<file path="src/rtl/i2s_stream_tx.sv">
// +--------------------------------------------------------------------------+
// | Module : i2s_stream_tx                                                   |
// | Stereo sample FIFO with gain/saturation feeding an I2S / LJ serializer.  |
// | Rev    : 1.0                                                             |
// +--------------------------------------------------------------------------+
`timescale 1ns/1ps
`default_nettype none

module i2s_stream_tx #(
  parameter int IN_W     = 16,
  parameter int OUT_W    = 24,
  parameter int DEPTH    = 4,
  parameter int BCK_HALF = 2
) (
  input  logic                       clk,
  input  logic                       rst,
  input  logic                       enable,
  input  logic                       mode,
  input  logic [3:0]                 gain,
  input  logic                       in_valid,
  output logic                       in_ready,
  input  logic [IN_W-1:0]            in_left,
  input  logic [IN_W-1:0]            in_right,
  output logic                       i2s_bck,
  output logic                       i2s_lrck,
  output logic                       i2s_data,
  output logic                       underflow,
  output logic [$clog2(DEPTH+1)-1:0] fifo_level
);

  localparam int c_FRAME = 2 * OUT_W;
  localparam int c_LVL_W = $clog2(DEPTH + 1);
  localparam int c_PTR_W = $clog2(DEPTH);
  localparam int c_BIT_W = $clog2(c_FRAME);
  localparam int c_DIV_W = (BCK_HALF > 1) ? $clog2(BCK_HALF) : 1;
  localparam int c_EXT_W = OUT_W + 16;

  // Widened enough that a 15-bit shift can never lose the true magnitude.
  function automatic logic [OUT_W-1:0] f_scale(input logic [IN_W-1:0] s, input logic [3:0] g);
    logic signed [c_EXT_W-1:0] v;
    logic signed [c_EXT_W-1:0] hi;
    logic signed [c_EXT_W-1:0] lo;
    v  = signed'({{(c_EXT_W-IN_W){s[IN_W-1]}}, s});
    v  = v <<< g;
    hi = signed'({{(c_EXT_W-OUT_W+1){1'b0}}, {(OUT_W-1){1'b1}}});
    lo = ~hi;
    if (v > hi) return hi[OUT_W-1:0];
    if (v < lo) return lo[OUT_W-1:0];
    return v[OUT_W-1:0];
  endfunction

  function automatic logic f_lrck(input logic [c_BIT_W-1:0] b, input logic lj);
    if (lj) return (int'(b) >= OUT_W);
    return (b != c_BIT_W'(c_FRAME-1)) && ((int'(b) + 1) >= OUT_W);
  endfunction

  logic [OUT_W-1:0]   r_mem_l [DEPTH];
  logic [OUT_W-1:0]   r_mem_r [DEPTH];
  logic [c_PTR_W-1:0] r_wr_ptr;
  logic [c_PTR_W-1:0] r_rd_ptr;
  logic [c_LVL_W-1:0] r_level;
  logic [c_FRAME-1:0] r_last;
  logic [c_FRAME-1:0] r_shift;
  logic [c_DIV_W-1:0] r_div;
  logic [c_BIT_W-1:0] r_bitcnt;
  logic               r_bck;
  logic               r_lrck;
  logic               r_mode;
  logic               r_active;
  logic               r_underflow;

  logic               w_push;
  logic               w_tick;
  logic               w_fall;
  logic               w_wrap;
  logic               w_load;
  logic               w_pop;
  logic [c_BIT_W-1:0] w_bit_nxt;
  logic [c_FRAME-1:0] w_head;

  assign in_ready   = (r_level != c_LVL_W'(DEPTH));
  assign w_push     = in_valid && in_ready;
  assign w_tick     = enable && (r_div == c_DIV_W'(BCK_HALF-1));
  assign w_fall     = w_tick && r_bck;
  assign w_wrap     = (r_bitcnt == c_BIT_W'(c_FRAME-1));
  // A load also happens on the first enabled clk so a restart never emits stale bits.
  assign w_load     = enable && (!r_active || (w_fall && w_wrap));
  assign w_pop      = w_load && (r_level != '0);
  assign w_bit_nxt  = w_wrap ? '0 : r_bitcnt + 1'b1;
  assign w_head     = {r_mem_l[r_rd_ptr], r_mem_r[r_rd_ptr]};

  always_ff @(posedge clk or posedge rst) begin
    if (rst) begin
      for (int i = 0; i < DEPTH; i++) begin
        r_mem_l[i] <= '0;
        r_mem_r[i] <= '0;
      end
      r_wr_ptr <= '0;
      r_rd_ptr <= '0;
      r_level  <= '0;
    end else begin
      if (w_push) begin
        r_mem_l[r_wr_ptr] <= f_scale(in_left, gain);
        r_mem_r[r_wr_ptr] <= f_scale(in_right, gain);
        r_wr_ptr          <= r_wr_ptr + 1'b1;
      end
      if (w_pop) r_rd_ptr <= r_rd_ptr + 1'b1;
      if (w_push && !w_pop)      r_level <= r_level + 1'b1;
      else if (!w_push && w_pop) r_level <= r_level - 1'b1;
    end
  end

  always_ff @(posedge clk or posedge rst) begin
    if (rst) begin
      r_div       <= '0;
      r_bck       <= 1'b0;
      r_bitcnt    <= '0;
      r_lrck      <= 1'b0;
      r_shift     <= '0;
      r_last      <= '0;
      r_mode      <= 1'b0;
      r_active    <= 1'b0;
      r_underflow <= 1'b0;
    end else if (!enable) begin
      r_div       <= '0;
      r_bck       <= 1'b0;
      r_bitcnt    <= '0;
      r_lrck      <= 1'b0;
      r_shift     <= '0;
      r_active    <= 1'b0;
      r_underflow <= 1'b0;
    end else begin
      r_active    <= 1'b1;
      r_underflow <= w_load && (r_level == '0);
      if (w_tick) begin
        r_div <= '0;
        r_bck <= ~r_bck;
      end else begin
        r_div <= r_div + 1'b1;
      end
      if (w_load) begin
        r_shift  <= w_pop ? w_head : r_last;
        r_mode   <= mode;
        r_bitcnt <= '0;
        r_lrck   <= f_lrck('0, mode);
        if (w_pop) r_last <= w_head;
      end else if (w_fall) begin
        r_shift  <= r_shift << 1;
        r_bitcnt <= w_bit_nxt;
        r_lrck   <= f_lrck(w_bit_nxt, r_mode);
      end
    end
  end

  assign i2s_bck    = r_bck;
  assign i2s_lrck   = r_lrck;
  assign i2s_data   = r_shift[c_FRAME-1];
  assign underflow  = r_underflow;
  assign fifo_level = r_level;

endmodule

`default_nettype wire

</file>
<file path="config.mk">
export PLATFORM = sky130hd
export DESIGN_NAME = i2s_stream_tx
export DESIGN_NICKNAME = d
export VERILOG_FILES = /design/src/rtl/i2s_stream_tx.sv
export SDC_FILE = /design/constraint.sdc
export NUM_CORES = 1
export LEC_CHECK = 0
export CORE_UTILIZATION = 30
export CTS_BUF_LIST = sky130_fd_sc_hd__clkbuf_8
export DETAILED_ROUTE_END_ITERATION = 8
export MAX_ROUTING_LAYER = met4
export PLACE_DENSITY = 0.58
export SLEW_MARGIN = 20
export SYNTH_ARGS = -nofsm -noshare
export SYNTH_HDL_FRONTEND = slang
export SYNTH_SLANG_ARGS = --single-unit
</file>
<file path="constraint.sdc">
create_clock -name clk -period 11.05 [get_ports clk]
set_input_delay 2.21 -clock clk [delete_from_list [all_inputs] [get_ports clk]]
set_output_delay 2.21 -clock clk [all_outputs]
set_load 0.1 [all_outputs]
</file>
==> impl_metrics.tcl, run 1 <==
set metrics [dict create \
    status "finished clean" \
    internal_power_mw 3.05 \
    drcViolationCount 0 \
    yosysTopAreaCell "dfrtp_1" \
    drv_slew 0 \
    initial_antenna_violation_count 1 \
    die_w_um 236 \
    via_count_of_the_first_global_routing_pass 12700 \
    place.detailed.instances 2144 \
    hold_buffers 0 \
    net_switching_mw 1.69 \
    combinational_power_share_pct 38.8 \
    worst_setup_path_end_kind "primary output" \
    largest_fanout_on_the_critical_path 10 \
    worstHoldPathType "reg -> reg" \
    sequentialPowerShare_pct 39.2 \
    synth_commonest_cells "307 x dfrtp_1, 163 x nor2_1, 130 x o21ai_0" \
    hpwlAfterDp_um 27500 \
    synth-edff-count 0 \
    ctsResizeCount 0 \
    crit_path_cell_trace "or3b_2 -> clkdlybuf4s50_1" \
    vias_per_cell 5.57 \
    vdd_ir_drop_max_uv 118 \
    final_period_minus_worst_setup_slack_ps 4880 \
    synth_flop_cell "dfrtp_1" \
    worst-endpoint-required_ps 8840 \
    cts_inserted_buffers 52 \
    combined_area_of_all_synthesized_cells_um2 16400 \
    grt_start_max_net_pins 175 \
    critPathLaunchType "register" \
    synth.lib_cells_used.distinct 73 \
    numPortBuffers 48 \
    finish.net_count 1552 \
    floorplan.rows 85 \
    initial_utilization_pct 30.4 \
    timing_worst_slew_pin_value_ps 1040 \
    fin_setup_tns_ps 0 \
    num-fill-cells 5352 \
    hold_viol_final 0 \
    drv.max_cap_violation_count 0 \
    slowest_stage "clkdlybuf4s50_1" \
    p_per_area_nw_per_um2 256 \
    drt_first_iter_violations 1061 \
    power.share.switching_pct 35.7 \
    yosys_warnings 0 \
    critPathArrivalTime_ps 2670 \
    syn_to_final_growth_pct 12.8 \
    cts.sink_count 307 \
    syn-mean-instance-area_um2 10.9 \
    max_slew_margin_pct 30.4 \
    rsz_0062_raised_after_global_routing "false" \
    ys_seq_elements 307 \
    period_share_pct 44.2 \
    final_layout_size_suffix_gt1_share_pct 20.4 \
    ff_latch_area_um2 7690 \
    route.final.wire_length_um 44500 \
    worst_path_largest_cell_delay_ps 1030 \
    firstDrtPassIters 5 \
    tritoncts "yes" \
    core_region_area_um2 53900 \
    number_of_buffers_on_the_longest_clock_path 3 \
    synth_sequential_area_ratio_pct 46.8 \
    grt_usage_pct 16.3 \
    criticalPathCategory "reg -> out" \
    chip_height_um 236 \
    leakage_nw 7.32 \
    grt_remaining_overflow 0 \
    clkSlewWorstSetupHoldPaths_ps 60 \
    fp.dieArea_um2 55600 \
    cts_post_setup_buffers_inserted 0 \
    post_synth_main_area_contributors "dfrtp_1 47%, mux4_2 7.8%, mux2_2 7.8%" \
    synthesis.nets 1561 \
    pwr-share-clk_pct 22.0 \
    global_placement_routability_congestion 0.903 \
    worst_skew_pair_later_pin_latency_ps 620 \
    io_pins 49 \
    syn_inst 1511 \
    cts-htree-levels 2 \
    path_delay_family "buffers and inverters" \
    synth_async_sr_flop_share_pct 100 \
    dr_total_vias 12500 \
    synth_top_cell_area_share_pct 46.8 \
    route.detailed.wl_per_inst_um 19.9 \
    antenna_left 0 \
    maxClockFrequency_mhz 205 \
    finalNonFillerCells 2239 \
    critPathBufInv 1 \
    final-setup-viol-count 0 \
    wire_length_of_the_first_global_routing_pass_um 71500 \
    synth_most_common_cell "dfrtp_1" \
    clock_skew_ps 43.3 \
    multi_input_area_um2 8140 \
    master_cell_of_the_clock_root_buffer "clkbuf_8" \
    setup_slack_of_the_most_critical_reg_to_reg_path_ps 7570 \
]
==> routing by layer <==
layer,GRT usage (%),vias to the layer above,wire [um],part of all wire [%]
met3,2.73,88,2690,6.0
met5,-,-,0,0
met1,22.5,6307,20600,46
li1,-,5636,-,-
met4,5.59,0,1230,2.8
met2,24.3,449,20000,45
==> layout make-up <==
| cell class | instances | share of cell area [%] |
|---|---|---|
| diodes | 1 | 0.0135 |
| clock buffers | 64 | 4.76 |
| clock inverters | 30 | 1.03 |
| inverters | 11 | 0.264 |
| multi-input cells | 1055 | 44.0 |
| flip-flops and latches | 307 | 41.6 |
| well taps | 696 | 4.71 |
| repair buffers | 75 | 3.68 |
==> logic make-up (layout without fill, tap and decap cells) <==
| group | after synthesis | in the layout | share of synthesized area, % |
|---|---|---|---|
| compound gates | 418 | 418 | 16.8 |
| simple gates | 354 | 354 | 9.86 |
| flops | 307 | 307 | 46.8 |
| mux | 266 | 266 | 21.4 |
| buf+inv | 149 | 180 | 3.93 |
| fa+ha+maj | 9 | 9 | 0.732 |
| xor+xnor | 8 | 8 | 0.427 |
| other cells | 0 | 1 | 0 |
==> worst register-to-register path, cell delays in order (launching register included) <==
cell and delay [ps]:
dfrtp_1 560, ha_1 400, nand3_1 260, o31ai_1 640, nand2_2 570, buf_4 510, mux2i_1 290, o21ai_0 100
==> power groups by stage <==
stage	Sequential [mW]	Combinational, mW	Clock, mW
after floorplan	1.82	1.41	0
after global placement	1.85	1.79	0
after detailed placement	1.87	1.83	0
after CTS	1.85	1.84	1.07
after global routing	1.92	2.01	1.12
final	1.86	1.84	1.04
==> final timing paths <==
path                                       to  cells after the start          start
worst max-delay path                 in_ready                      2  fifo_level[0]
worst min-delay path              r_mem_r[95]                      2    r_mem_r[95]
worst max register to register    r_shift[36]                      7    r_bitcnt[0]
worst min register to register    r_mem_r[95]                      2    r_mem_r[95]
max in group asynchronous       fifo_level[1]                      3            rst
min in group asynchronous          r_shift[7]                      2            rst
==> state kept, by name, summed over array words and instances, names as in the netlist, 2 cells and up <==
register	count
r_mem_r	96
r_wr_ptr	2
r_shift	48
r_bitcnt	6
r_last	48
r_rd_ptr	2
r_mem_l	96
fifo_level	3
==> cells in the final DEF, fill, tap and decap left out, types with 25 or more instances in the layout <==
cell | synthesis | routed
a21oi_1 | 59 | 59
a31oi_1 | 25 | 25
buf_4 | 4 | 26
clkbuf_8 | 0 | 64
clkdlybuf4s50_1 | 0 | 45
dfrtp_1 | 307 | 305
inv_1 | 8 | 25
mux2_2 | 113 | 113
mux2i_1 | 95 | 95
mux4_2 | 57 | 57
nand2_1 | 110 | 108
nor2_1 | 163 | 163
o21ai_0 | 130 | 130
o22ai_1 | 69 | 69
o32ai_1 | 57 | 57
==> stage by stage <==
stage               power, mW  setup WS [ps]  cell area, um2  hold slack (ps)  utilization, %
global placement         3.64           5830           17400              455            32.3
finish                   4.74           6170           18500              481            34.3
CTS                      4.77           6120           18500              486            34.3
global route             5.04           6060           18500              503            34.3
floorplan                3.23            352           16400              441               -
detailed placement       3.70           5770           17400              470            32.3
(Power assumes the default switching activity.)
==> inputs of run 2 (changes only) <==
==> constraint.sdc (replaced) <==
create_clock -name clk -period 4.12 [get_ports clk]
set_input_delay 0.824 -clock clk [delete_from_list [all_inputs] [get_ports clk]]
set_output_delay 0.824 -clock clk [all_outputs]
set_load 0.1 [all_outputs]
==> impl_metrics.tcl, run 2 (same netlist as run 1, synthesis figures left out) <==
set metrics [dict create \
    preCtsSetupSlack_ps 497 \
    pwr-share-clk_pct 21.6 \
    cts_inserted_buffers 51 \
    number_of_buffers_on_the_longest_clock_path 3 \
    worst_hold_startpoint "r_mem_r[47]" \
    grt_start_max_net_pins 107 \
    critPathArrivalTime_ps 2740 \
    maxClockFrequency_mhz 281 \
    num-fill-cells 5292 \
    grt_usage_pct 17.0 \
    worst_r2r_endpoint "fifo_level[1]" \
    sequentialPowerShare_pct 39.5 \
    vias_per_cell 5.56 \
    biggestRegsByFlops "r_mem_l: 96 flops, r_mem_r: 96 flops" \
    final_common_cell "dfrtp_1" \
    route.detailed.wl_per_inst_um 20.3 \
    global_placement_routability_congestion 0.863 \
    timing_worst_slew_pin_value_ps 1080 \
    antenna_left 0 \
    power.share.switching_pct 36.0 \
    critPathLaunchType "register" \
    clkSlewWorstSetupHoldPaths_ps 60 \
    leakage_nw 7.45 \
    multi_input_area_um2 8100 \
    layout_setup_ws_ps 560 \
    syn_to_final_growth_pct 13.9 \
    timing.hold.ws_ps 473 \
    worst_hold_path.num_cells 2 \
    largest_fanout_on_the_critical_path 10 \
    ff_latch_area_um2 7690 \
    status "finished clean" \
    drt_first_iter_violations 1161 \
    setup_slack_of_the_most_critical_reg_to_reg_path_ps 1080 \
    final_period_minus_worst_setup_slack_ps 3560 \
    numPortBuffers 48 \
    p_per_area_nw_per_um2 689 \
    chip_height_um 236 \
    tritoncts "yes" \
    final_layout_size_suffix_gt1_share_pct 21.2 \
    drcViolationCount 0 \
    period_share_pct 86.4 \
    min_to "r_mem_r[47]" \
    dr_total_vias 12600 \
    layout.cells.most_common_list "305 x dfrtp_1, 163 x nor2_1, 130 x o21ai_0" \
    drv.max_cap_violation_count 0 \
    wire_length_of_the_first_global_routing_pass_um 74100 \
    final-setup-viol-count 0 \
    master_cell_of_the_clock_root_buffer "clkbuf_8" \
    worst_setup_path_end_kind "primary output" \
    internal_power_mw 8.23 \
    finish.net_count 1577 \
    cts.sink_count 307 \
    net_switching_mw 4.64 \
    initial_antenna_violation_count 1 \
    grt_remaining_overflow 0 \
    criticalPathCategory "reg -> out" \
    timing.reg2reg.worst_path_depth 9 \
    clock_skew_ps 39.1 \
    route.final.wire_length_um 45900 \
    worst_r2r_startpoint "r_bitcnt[0]" \
    hpwlAfterDp_um 29200 \
    cts-htree-levels 2 \
    rsz_0062_raised_after_global_routing "false" \
    ctsResizeCount 0 \
    worst_skew_pair_later_pin_latency_ps 610 \
    vdd_ir_drop_max_uv 293 \
    max_slew_margin_pct 27.7 \
    place.detailed.instances 2170 \
    worst-endpoint-required_ps 3300 \
    worstHoldPathType "reg -> reg" \
    combinational_power_share_pct 38.9 \
    finalNonFillerCells 2263 \
    hold_buffers 0 \
    fin_util_pct 34.7 \
    die_w_um 236 \
    floorplan.rows 85 \
    hold_viol_final 0 \
    drv_slew 0 \
    io_pins 49 \
    initial_utilization_pct 30.4 \
    via_count_of_the_first_global_routing_pass 12900 \
    core_region_area_um2 53900 \
    cts_post_setup_buffers_inserted 0 \
    firstDrtPassIters 5 \
    fp.dieArea_um2 55600 \
]
==> run 2: layer usage <==
metal  part of all wire, %  GRT usage, %
met1                    46          23.4
met2                    46          25.9
met3                   5.9          2.49
met4                   1.9          4.85
met5                     0             -
==> run 2: worst max-delay path, cell delays in order (launching register included) <==
cell	delay, ps
dfrtp_1	440
or3b_2	650
clkdlybuf4s50_1	1030
==> run 2: worst max-delay path by stage <==
stage	startpoint	to	slack, ps
after floorplan	rst	fifo_level[0]	-790
after global placement	gain[0]	r_mem_r[78]	560
after detailed placement	gain[0]	r_mem_r[79]	500
after CTS	fifo_level[0]	in_ready	520
after global routing	fifo_level[0]	in_ready	490
final	fifo_level[0]	in_ready	560
==> run 2: power by group through the flow <==
stage,sequential [mW],combinational [mW],clock [mW]
after global routing,5.24,5.46,2.99
after floorplan,4.87,3.78,0
after global placement,5.04,4.86,0
final,5.09,5.00,2.78
after CTS,5.08,5.01,2.85
after detailed placement,5.13,4.98,0
==> run 2: final cells by class <==
cell class / instances / area share [%]
inverters: 11 / 0.241
repair buffers: 101 / 4.95
clock inverters: 30 / 1.08
flip-flops and latches: 307 / 41.1
multi-input cells: 1055 / 43.3
diodes: 1 / 0.0134
well taps: 696 / 4.66
clock buffers: 62 / 4.57
==> run 2: through the flow <==
stage / TNS, ps / area [um2] / power (mW)
3_5_place_dp: 0 / 17600 / 10.1
4_1_cts: 0 / 18700 / 12.9
6_report: 0 / 18700 / 12.9
5_1_grt: 0 / 18700 / 13.7
2_1_floorplan: -242210 / 16400 / 8.66
3_3_place_gp: 0 / 17600 / 9.90
==> inputs of run 3 (changes only) <==
--- a/config.mk
+++ b/config.mk
@@ -5,11 +5,11 @@
 export SDC_FILE = /design/constraint.sdc
 export NUM_CORES = 1
 export LEC_CHECK = 0
-export CORE_UTILIZATION = 30
+export CORE_UTILIZATION = 35
 export CTS_BUF_LIST = sky130_fd_sc_hd__clkbuf_8
 export DETAILED_ROUTE_END_ITERATION = 8
 export MAX_ROUTING_LAYER = met4
-export PLACE_DENSITY = 0.58
+export PLACE_DENSITY = 0.64
 export SLEW_MARGIN = 20
 export SYNTH_ARGS = -nofsm -noshare
 export SYNTH_HDL_FRONTEND = slang
==> impl_metrics.tcl, run 3 (same netlist as run 1, synthesis figures left out) <==
set metrics [dict create \
    worst_r2r_endpoint "fifo_level[1]" \
    syn_to_final_growth_pct 13.5 \
    fin_total_pwr_mw 13.0 \
    initial_antenna_violation_count 0 \
    timing.reg2reg.worst_path_depth 9 \
    vdd_ir_drop_max_uv 270 \
    hold_viol_final 0 \
    final-setup-viol-count 0 \
    firstDrtPassIters 5 \
    worst_skew_pair_later_pin_latency_ps 640 \
    grt_remaining_overflow 0 \
    place.detailed.instances 2066 \
    finalNonFillerCells 2158 \
    criticalPathCategory "reg -> out" \
    hpwlAfterDp_um 28200 \
    biggestRegsByFlops "r_mem_l: 96 flops, r_mem_r: 96 flops" \
    max_slew_margin_pct 33.1 \
    ctsResizeCount 0 \
    dr_total_vias 12700 \
    initial_utilization_pct 35.8 \
    cts_inserted_buffers 52 \
    cts-htree-levels 2 \
    fin_setup_tns_ps 0 \
    p_per_area_nw_per_um2 698 \
    hold_buffers 0 \
    layout_setup_ws_ps 549 \
    drv_slew 0 \
    maxClockFrequency_mhz 280 \
    grt_start_max_net_pins 82 \
    num-fill-cells 4334 \
    drv.max_cap_violation_count 0 \
    leakage_nw 7.44 \
    setup_slack_of_the_most_critical_reg_to_reg_path_ps 1160 \
    timing.hold.ws_ps 476 \
    drt_first_iter_violations 1021 \
    number_of_buffers_on_the_longest_clock_path 3 \
    tritoncts "yes" \
    antenna_left 0 \
    layout.cells.most_common_list "305 x dfrtp_1, 163 x nor2_1, 130 x o21ai_0" \
    worst_setup_path_end_kind "primary output" \
    grt_usage_pct 19.5 \
    crit_path_end "in_ready" \
    master_cell_of_the_clock_root_buffer "clkbuf_8" \
    fin_util_pct 40.7 \
    drcViolationCount 0 \
    worstHoldPathType "reg -> reg" \
    crit_path_start "fifo_level[0]" \
    final_period_minus_worst_setup_slack_ps 3570 \
    largest_fanout_on_the_critical_path 10 \
    core_region_area_um2 45800 \
    post_detailed_placement_cell_area_um2 17500 \
    worst-endpoint-required_ps 3300 \
    slowest_stage "clkdlybuf4s50_1" \
    timing_worst_slew_pin_value_ps 1000 \
    numPortBuffers 48 \
    final_common_cell "dfrtp_1" \
    antenna_cells_inserted 0 \
    preCtsSetupSlack_ps 523 \
    final_design_area_no_fill_um2 18600 \
    chip_height_um 218 \
    period_share_pct 86.7 \
    route.detailed.wl_per_inst_um 20.6 \
    critPathArrivalTime_ps 2750 \
    crit_path_cell_trace "or3b_2 -> clkdlybuf4s50_1" \
    finish.net_count 1570 \
    worst_r2r_startpoint "r_bitcnt[0]" \
    floorplan.rows 78 \
    cts.sink_count 307 \
    vias_per_cell 5.86 \
    clock_skew_ps 46.8 \
    rsz_0062_raised_after_global_routing "false" \
    fp.dieArea_um2 47700 \
    clkSlewWorstSetupHoldPaths_ps 60 \
    route.final.wire_length_um 44400 \
    global_placement_routability_congestion 0.905 \
    final_layout_size_suffix_gt1_share_pct 21.6 \
    worst_path_largest_cell_delay_ps 1020 \
    die_w_um 218 \
    via_count_of_the_first_global_routing_pass 12700 \
    critPathLaunchType "register" \
    io_pins 49 \
    status "finished clean" \
    cts_post_setup_buffers_inserted 0 \
    wire_length_of_the_first_global_routing_pass_um 72100 \
]
run 3: cell types whose count changed in the layout (fill, tap and decap cells not counted), sizes merged:
cell      before  now
buf           56   48
bufinv         3    2
clkbuf        62   72
clkinv         3    7
clkinvlp       2    1
diode          1    0
inv           33   21
run 3: area by class of cell:
cell class / instances / area, um2 / area share (%)
Clock buffer: 72 / 991 / 5.32
Timing Repair Buffer: 93 / 891 / 4.78
Inverter: 11 / 45.0 / 0.242
Tap cell: 600 / 751 / 4.03
Sequential cell: 307 / 7690 / 41.3
Multi-Input combinational cell: 1055 / 8100 / 43.5
Clock inverter: 20 / 154 / 0.826
run 3: metal layers:
metal	up-vias	GRT usage [%]	share of wire (%)
li1	5664	-	-
met1	6426	26.6	45
met2	483	29.4	47
met3	77	2.77	6.3
met4	0	7.23	2.5
met5	-	-	0
run 3: worst min-delay path by stage:
stage / cells after the start / startpoint / end / slack [ps]
2_1_floorplan: 2 / r_mem_l[47] / r_mem_l[47] / 440
3_3_place_gp: 2 / r_mem_r[71] / r_mem_r[71] / 460
3_5_place_dp: 2 / r_mem_r[23] / r_mem_r[23] / 460
4_1_cts: 2 / r_mem_r[23] / r_mem_r[23] / 480
5_1_grt: 2 / r_mem_l[95] / r_mem_l[95] / 500
6_report: 2 / r_mem_r[23] / r_mem_r[23] / 480
run 3: where the power goes:
group	internal (mW)	total (mW)	switching (mW)
clock	1.68	2.93	1.26
combinational	2.42	5.02	2.61
sequential	4.27	5.04	0.772
total	8.36	13.0	4.63
run 3: worst max-delay path, delay by kind of cell (launching register included):
kind	cells	cell delay, ps
simple gates	1	650
flops	1	450
buf+inv	1	1020
